===== config.mk =====
export PLATFORM = sky130hd
export DESIGN_NAME = cor_h_x_flat
export DESIGN_NICKNAME = d
export VERILOG_FILES = /design/src/rtl/cor_h_x_pkg.sv /design/src/rtl/cor_h_x_if.sv /design/src/rtl/cor_h_x_l_mac_sat.sv /design/src/rtl/cor_h_x.sv /design/src/flat_wrapper.sv
export SDC_FILE = /design/constraint.sdc
export NUM_CORES = 1
export LEC_CHECK = 0
export BUFFER_PORTS_ARGS = -buffer_cell sky130_fd_sc_hd__clkbuf_2
export CORE_ASPECT_RATIO = 1.75
export CORE_MARGIN = 10
export CORE_UTILIZATION = 45
export CTS_CLUSTER_SIZE = 28
export DETAILED_ROUTE_END_ITERATION = 8
export GPL_TIMING_DRIVEN = 0
export SLEW_MARGIN = 40
export SYNTH_ARGS = -nofsm -noshare
export SYNTH_HDL_FRONTEND = slang
export SYNTH_HIERARCHICAL = 1
export SYNTH_SLANG_ARGS = --single-unit

===== constraint.sdc =====
create_clock -name clk -period 18.7 [get_ports clk]
set_input_delay 0 -clock clk [delete_from_list [all_inputs] [get_ports clk]]
set_output_delay 0 -clock clk [all_outputs]
set_load 0.02 [all_outputs]

===== src/rtl/cor_h_x_pkg.sv =====
// cor_h_x_pkg -- shared definitions for the backward-filter (cor_h_x) block
// and its convolve sibling.
//   L_SUBFR  : subframe length in samples
//   MAX_32   : most positive 32-bit fractional value
//   MIN_32   : most negative 32-bit fractional value
//   state_e  : sequencer state encoding
//   sat_33to32 : clamp a 33-bit two's-complement sum into 32 bits
package cor_h_x_pkg;

  localparam int          L_SUBFR = 40;
  localparam logic [31:0] MAX_32  = 32'h7FFF_FFFF;
  localparam logic [31:0] MIN_32  = 32'h8000_0000;

  typedef enum logic [2:0] {
    IDLE  = 3'd0,
    INIT  = 3'd1,
    RD_X  = 3'd2,
    RD_H  = 3'd3,
    MAC   = 3'd4,
    WRITE = 3'd5,
    DONE  = 3'd6
  } state_e;

  // Bits 32 and 31 differ only when the true sum left the 32-bit range;
  // bit 32 then carries the real sign.
  function automatic logic [31:0] sat_33to32(input logic [32:0] sum);
    logic [31:0] res;
    if (sum[32] != sum[31]) begin
      res = sum[32] ? MIN_32 : MAX_32;
    end else begin
      res = sum[31:0];
    end
    return res;
  endfunction

endpackage


===== src/rtl/cor_h_x_if.sv =====
// cor_h_x_if -- control and scratch-memory bus of the cor_h_x block.
//   start, xAddr, hAddr, yAddr : pass request and vector base addresses
//   memReadAddr / memIn        : read port, data returned one cycle later
//   memWriteAddr / memOut / memWriteEn : write port
//   done                       : one-cycle end-of-pass pulse
// The master modport is the cor_h_x block (it masters the memory bus);
// the slave modport is the environment (controller plus memory).
interface cor_h_x_if #(
  parameter int AW = 12
);
  logic          start;
  logic [AW-1:0] xAddr;
  logic [AW-1:0] hAddr;
  logic [AW-1:0] yAddr;
  logic [AW-1:0] memReadAddr;
  logic [31:0]   memIn;
  logic [AW-1:0] memWriteAddr;
  logic [31:0]   memOut;
  logic          memWriteEn;
  logic          done;

  modport master (
    input  start, xAddr, hAddr, yAddr, memIn,
    output memReadAddr, memWriteAddr, memOut, memWriteEn, done
  );

  modport slave (
    output start, xAddr, hAddr, yAddr, memIn,
    input  memReadAddr, memWriteAddr, memOut, memWriteEn, done
  );
endinterface


===== src/rtl/cor_h_x_l_mac_sat.sv =====
// l_mac_sat -- combinational saturating fractional multiply-accumulate.
//   acc_i : 32-bit accumulator in
//   a_i   : 16-bit signed operand
//   b_i   : 16-bit signed operand
//   acc_o : sat(acc_i + sat(2*a_i*b_i))
module l_mac_sat
  import cor_h_x_pkg::*;
(
  input  logic signed [31:0] acc_i,
  input  logic signed [15:0] a_i,
  input  logic signed [15:0] b_i,
  output logic signed [31:0] acc_o
);

  logic signed [31:0] prod_s;
  logic        [31:0] dbl_s;
  logic        [32:0] sum_s;

  // Doubled product (only -1 * -1 overflows) followed by saturating add.
  always_comb begin
    prod_s = 32'(a_i) * 32'(b_i);
    if ((a_i == 16'sh8000) && (b_i == 16'sh8000)) begin
      dbl_s = MAX_32;
    end else begin
      dbl_s = {prod_s[30:0], 1'b0};
    end
    sum_s = {acc_i[31], acc_i} + {dbl_s[31], dbl_s};
    acc_o = sat_33to32(sum_s);
  end

endmodule


===== src/rtl/cor_h_x.sv =====
// cor_h_x -- backward filtering: y[n] = extract_h(L_shl(sum_{i=n}^{L-1}
// x[i]*h[i-n], 3)) for n = 0..L-1, all operands in one scratch memory.
//   clk   : clock, rising edge
//   reset : asynchronous, active-high
//   bus   : cor_h_x_if master (start/addresses/done plus memory ports)
// One read per cycle: x[i] is fetched in RD_X, h[i-n] in RD_H, and the
// MAC cycle consumes h straight off the read bus.
module cor_h_x
  import cor_h_x_pkg::*;
#(
  parameter int L  = L_SUBFR,
  parameter int AW = 12
) (
  input  logic        clk,
  input  logic        reset,
  cor_h_x_if.master   bus
);

  localparam int CW = $clog2(L);
  localparam logic [CW-1:0] LAST = CW'(L - 1);

  state_e              state_q;
  logic [AW-1:0]       xa_q, ha_q, ya_q;
  logic [CW-1:0]       n_q, i_q;
  logic signed [31:0]  acc_q;
  logic signed [15:0]  x_q;
  logic [AW-1:0]       rd_addr_q, wr_addr_q;
  logic [31:0]         wr_data_q;
  logic                wr_en_q, done_q;

  logic signed [31:0]  acc_d;
  logic [31:0]         shl_d;
  logic [31:0]         out_d;

  l_mac_sat u_mac (
    .acc_i (acc_q),
    .a_i   (x_q),
    .b_i   (bus.memIn[15:0]),
    .acc_o (acc_d)
  );

  // Saturating shift by 3 of the final sum and extraction of its high half.
  // The shift is lossless only when bits 31..28 all equal the sign.
  always_comb begin
    if ((acc_d[31:28] == 4'b0000) || (acc_d[31:28] == 4'b1111)) begin
      shl_d = {acc_d[28:0], 3'b000};
    end else if (acc_d[31]) begin
      shl_d = MIN_32;
    end else begin
      shl_d = MAX_32;
    end
    out_d = {{16{shl_d[31]}}, shl_d[31:16]};
  end

  // Sequencer: counters, accumulator and all registered bus outputs.
  // Outputs are loaded on entry to their state so that memWriteEn is high
  // exactly during WRITE and done exactly during DONE.
  always_ff @(posedge clk or posedge reset) begin
    if (reset) begin
      state_q   <= IDLE;
      xa_q      <= '0;
      ha_q      <= '0;
      ya_q      <= '0;
      n_q       <= '0;
      i_q       <= '0;
      acc_q     <= '0;
      x_q       <= '0;
      rd_addr_q <= '0;
      wr_addr_q <= '0;
      wr_data_q <= '0;
      wr_en_q   <= 1'b0;
      done_q    <= 1'b0;
    end else begin
      wr_en_q <= 1'b0;
      done_q  <= 1'b0;
      case (state_q)
        IDLE: begin
          if (bus.start) begin
            xa_q    <= bus.xAddr;
            ha_q    <= bus.hAddr;
            ya_q    <= bus.yAddr;
            n_q     <= '0;
            state_q <= INIT;
          end
        end
        INIT: begin
          acc_q     <= '0;
          i_q       <= n_q;
          rd_addr_q <= xa_q + AW'(n_q);
          state_q   <= RD_X;
        end
        RD_X: begin
          rd_addr_q <= ha_q + AW'(i_q - n_q);
          state_q   <= RD_H;
        end
        RD_H: begin
          x_q     <= bus.memIn[15:0];
          state_q <= MAC;
        end
        MAC: begin
          acc_q <= acc_d;
          if (i_q == LAST) begin
            wr_en_q   <= 1'b1;
            wr_addr_q <= ya_q + AW'(n_q);
            wr_data_q <= out_d;
            state_q   <= WRITE;
          end else begin
            i_q       <= i_q + CW'(1);
            rd_addr_q <= xa_q + AW'(i_q + CW'(1));
            state_q   <= RD_X;
          end
        end
        WRITE: begin
          if (n_q == LAST) begin
            done_q  <= 1'b1;
            state_q <= DONE;
          end else begin
            n_q     <= n_q + CW'(1);
            state_q <= INIT;
          end
        end
        DONE: begin
          state_q <= IDLE;
        end
        default: begin
          state_q <= IDLE;
        end
      endcase
    end
  end

  assign bus.memReadAddr  = rd_addr_q;
  assign bus.memWriteAddr = wr_addr_q;
  assign bus.memOut       = wr_data_q;
  assign bus.memWriteEn   = wr_en_q;
  assign bus.done         = done_q;

endmodule

===== src/flat_wrapper.sv =====
// flat-port wrapper written by rule: the top's interface ports become plain ports
module cor_h_x_flat import cor_h_x_pkg::*;
#(
  parameter int L  = L_SUBFR,
  parameter int AW = 12
)
  (clk, reset, bus_start, bus_xAddr, bus_hAddr, bus_yAddr, bus_memIn, bus_memReadAddr, bus_memWriteAddr, bus_memOut, bus_memWriteEn, bus_done);
  cor_h_x_if #(.AW(AW)) bus_i ();
  input  logic clk;
  input  logic reset;
  input wire logic [$bits(bus_i.start)-1:0] bus_start;
  input wire logic [$bits(bus_i.xAddr)-1:0] bus_xAddr;
  input wire logic [$bits(bus_i.hAddr)-1:0] bus_hAddr;
  input wire logic [$bits(bus_i.yAddr)-1:0] bus_yAddr;
  input wire logic [$bits(bus_i.memIn)-1:0] bus_memIn;
  output wire logic [$bits(bus_i.memReadAddr)-1:0] bus_memReadAddr;
  output wire logic [$bits(bus_i.memWriteAddr)-1:0] bus_memWriteAddr;
  output wire logic [$bits(bus_i.memOut)-1:0] bus_memOut;
  output wire logic [$bits(bus_i.memWriteEn)-1:0] bus_memWriteEn;
  output wire logic [$bits(bus_i.done)-1:0] bus_done;
  assign bus_i.start = bus_start;
  assign bus_i.xAddr = bus_xAddr;
  assign bus_i.hAddr = bus_hAddr;
  assign bus_i.yAddr = bus_yAddr;
  assign bus_i.memIn = bus_memIn;
  assign bus_memReadAddr = bus_i.memReadAddr;
  assign bus_memWriteAddr = bus_i.memWriteAddr;
  assign bus_memOut = bus_i.memOut;
  assign bus_memWriteEn = bus_i.memWriteEn;
  assign bus_done = bus_i.done;
  cor_h_x #(.L(L), .AW(AW)) u_core (.clk(clk), .reset(reset), .bus(bus_i));
endmodule

==> results.yml <==
outcome:
  outcome: "completed"
logic_synthesis:
  synth_compound_area_share_pct: 14.2
  synth_edf_count: 0
  yosys.cell_types.count: 79
  ys_seq_area_share_pct: 18.0
  synth_adder_area_share_pct: 36.3
  synth_top_family_by_area: "adder cells"
  avgSynthCellArea_um2: 9.14
  synthMuxAreaShare_pct: 3.12
  synth_xor_area_share_pct: 4.24
  ys.warnings.count: 6
  synth_ff_type: "dfrtp_1"
  syn_area_um2: 19600
  synth_seq_cells: 141
  synthArstFlopShare_pct: 100
  yosys.area_share.simple_pct: 15.1
  synth_fp_nets: 2632
  synth_cells: 2149
floorplanning:
  die_area_um2: 52700
  ios: 129
  die_h_um: 296
  start_util_pct: 45.3
  die_x_um: 178
  core.rowCount: 101
  core_area_um2: 43300
drt:
  num_vias: 15900
  drt.antenna.violating_nets: 0
  dr.first_iter.drc_count: 681
  drcViolationCount: 0
  vias_per_cell: 5.47
  drt_pass1_iterations: 8
  wirelength_um: 60200
  wire_per_inst_um: 20.7
grt:
  met3_usage_pct: 2.88
  grt_pass1_wl_um: 95600
  use_met1_pct: 22.9
  antenna_found_initial: 0
  grt_usage_pct: 23.5
  grt_overflow: 0
  grt_pass1_vias: 17500
  busiest_layer: "met2"
  grt_max_degree: 54
  grt_use_met2_pct: 46.1
timing:
  finalHoldViolCount: 0
  worstMarginPinSlew_ps: 856
  worst_hold_slack_ps: 37.6
  min_period_ps: 11190
  rsz0062_at_grt: "no"
  finalSetupViolations: 0
  worst_slew_margin_rel_pct: 42.9
  clock_skew_ps: 10.5
  min_period_over_period_pct: 59.9
  tns_ps: 0
  max_freq_mhz: 89.3
  slew_viol_final: 0
cts:
  cts_root_buf: "clkbuf_16"
  ctsResizeCount: 0
  cts_hold_buf: 49
  cts_inserted_buffers: 17
  cts.sinks: 141
  cts_buffer_depth: 2
  clk_pin_slew_worst_paths_ps: 70
  htreeDepth: 4
  clk_latency_ps: 450
  cts_tree: "done"
  post_cts_buffers: 0
worst_setup_path:
  startpoint_type: "flop"
  cp_data_arrival_time_ps: 11560
  max_stage_delay_ps: 570
  crit_top_cell: "fa_1"
  worstPathRequired_ps: 19070
  path_class: "flop to flop"
  cp_max_fo: 10
  critPathTopFamily: "adder cells"
  cp_num_buf_inv: 9
  critPathSlowestCell: "clkbuf_1"
  endpoint_kind: "flop"
hold_path:
  min_path_type: "input pin to flop"
cells_and_area:
  nets: 2814
  n_antenna_cell: 0
  nFillCells: 4084
  area_delta_synth_final_pct: 12.3
  drive_above_1_share_pct: 12.8
placement:
  gp_congestion: 0.996
  port_buffers: 112
  dp_hpwl_um: 49700
job:
  maxCapViolCount: 0
[path summary, 6_finish.rpt]
path / to / slack [ps] / depth (start not counted) / from
max in group asynchronous: u_core/xa_q[10] / 17730 / 5 / reset
hold / removal: u_core/x_q[3] / 40 / 2 / bus_memIn[3]
setup reg to reg: u_core/bus.memOut[9] / 7510 / 38 / u_core/x_q[6]
min in group asynchronous: u_core/bus.memOut[0] / 100 / 3 / reset
setup / recovery: u_core/bus.memOut[9] / 7510 / 38 / u_core/x_q[6]
hold reg to reg: u_core/bus.memReadAddr[1] / 480 / 2 / u_core/bus.memReadAddr[1]
[layout by cell type (no fill, tap or decap), drive strengths merged, types with 6 or more instances in the layout]
cell / count
o211ai: 11
a21boi: 7
fa: 262
o21ai: 108
a211oi: 11
xnor2: 54
ha: 150
a21oi: 105
buf: 45
o22ai: 8
nand2b: 18
a31oi: 11
and2: 135
nor2b: 16
dfrtp: 141
a21o: 28
dlygate4sd3: 49
nor4: 12
o31a: 6
o31ai: 6
xor2: 41
nand4: 17
mux2: 50
nor2: 87
clkbuf: 193
nand2: 234
or2: 9
nor3: 16
o21bai: 14
o21a: 15
nand3: 24
and3: 11
a22o: 35
inv: 340
[worst reg2reg max path: cells and delay by family, from the launching register on]
family / cells / cell delay (ps)
adders and majority gates: 8 / 3890
and+or+nand+nor: 7 / 1330
muxes: 1 / 260
buffers and inverters: 9 / 2010
DFF: 1 / 350
AOI/OAI and AO/OA: 12 / 3110
xor gates and xnor gates: 1 / 170
[per-layer routing]
metal	wire (um)	vias to the layer above
met1	20800	7993
met3	2010	153
met5	0	-
met4	3450	0
met2	33900	417
li1	-	7368
[cells by family (layout without fill, tap and decap cells)]
group           after synthesis  count (layout)
xor+xnor                     95              95
compound gates              408             408
mux                          55              55
fa+ha+maj                   413             413
flops                       141             141
buf+inv                     439             634
simple gates                598             598
[synth_stat cells (6+ instances only)]
library cell | count | area share, %
o21a_1 | 15 | 0.57
nand2b_1 | 18 | 0.57
buf_6 | 7 | 0.40
xnor2_1 | 54 | 2.4
nand2_1 | 234 | 4.5
nor2_1 | 84 | 1.6
dfrtp_1 | 141 | 18
inv_1 | 331 | 6.3
buf_2 | 19 | 0.48
ha_1 | 150 | 9.6
o31a_1 | 6 | 0.27
o21bai_1 | 14 | 0.54
a22o_1 | 35 | 1.6
o21ai_1 | 6 | 0.15
xor2_1 | 41 | 1.8
nor3_1 | 15 | 0.38
a21o_1 | 28 | 1.1
o21ai_0 | 73 | 1.9
mux2_2 | 50 | 2.9
and3_1 | 10 | 0.32
buf_4 | 17 | 0.65
o22ai_1 | 8 | 0.25
nor4_1 | 12 | 0.38
nand4_1 | 17 | 0.54
o21ai_2 | 29 | 1.3
a31oi_1 | 10 | 0.32
fa_1 | 262 | 27
o211ai_1 | 11 | 0.42
a211oi_1 | 10 | 0.38
and2_1 | 135 | 4.3
or2_2 | 8 | 0.25
nor2b_1 | 15 | 0.48
a21boi_0 | 7 | 0.27
clkbuf_1 | 63 | 1.2
nand3_1 | 23 | 0.59
o31ai_1 | 6 | 0.23
a21oi_1 | 103 | 2.6
[state kept, by name, indices dropped and copies added (netlist names), 12 cells and up]
signal / flops
u_core/acc_q: 32
u_core/bus.memOut: 16
u_core/bus.memReadAddr: 12
u_core/bus.memWriteAddr: 12
u_core/ha_q: 12
u_core/x_q: 16
u_core/xa_q: 12
u_core/ya_q: 12
[final cells by class]
cell class | count | area (um^2) | share of cell area, %
Buffer | 106 | 538 | 2.44
Clock inverter | 14 | 150 | 0.681
Timing Repair Buffer | 163 | 1110 | 5.02
Tap cell | 566 | 708 | 3.21
Clock buffer | 18 | 439 | 1.99
Inverter | 333 | 1260 | 5.70
Sequential cell | 141 | 3530 | 16.0
Multi-Input combinational cell | 1569 | 14300 | 65.0
[metrics by stage]
| step | instances | area (um^2) | setup WS, ps | util, % |
|---|---|---|---|---|
| finish | 2910 | 22100 | 7510 | 50.9 |
| global route | 2910 | 22100 | 6940 | 50.9 |
| CTS | 2910 | 22100 | 7500 | 50.9 |
| detailed placement | 2829 | 21000 | 7570 | 48.4 |
| global placement | 2827 | 20900 | 7560 | 48.2 |
| floorplan | 2149 | 19600 | 9680 | - |
Power is not shown: default switching activity piles up to over one toggle a cycle in this logic, so the estimate is an artifact.
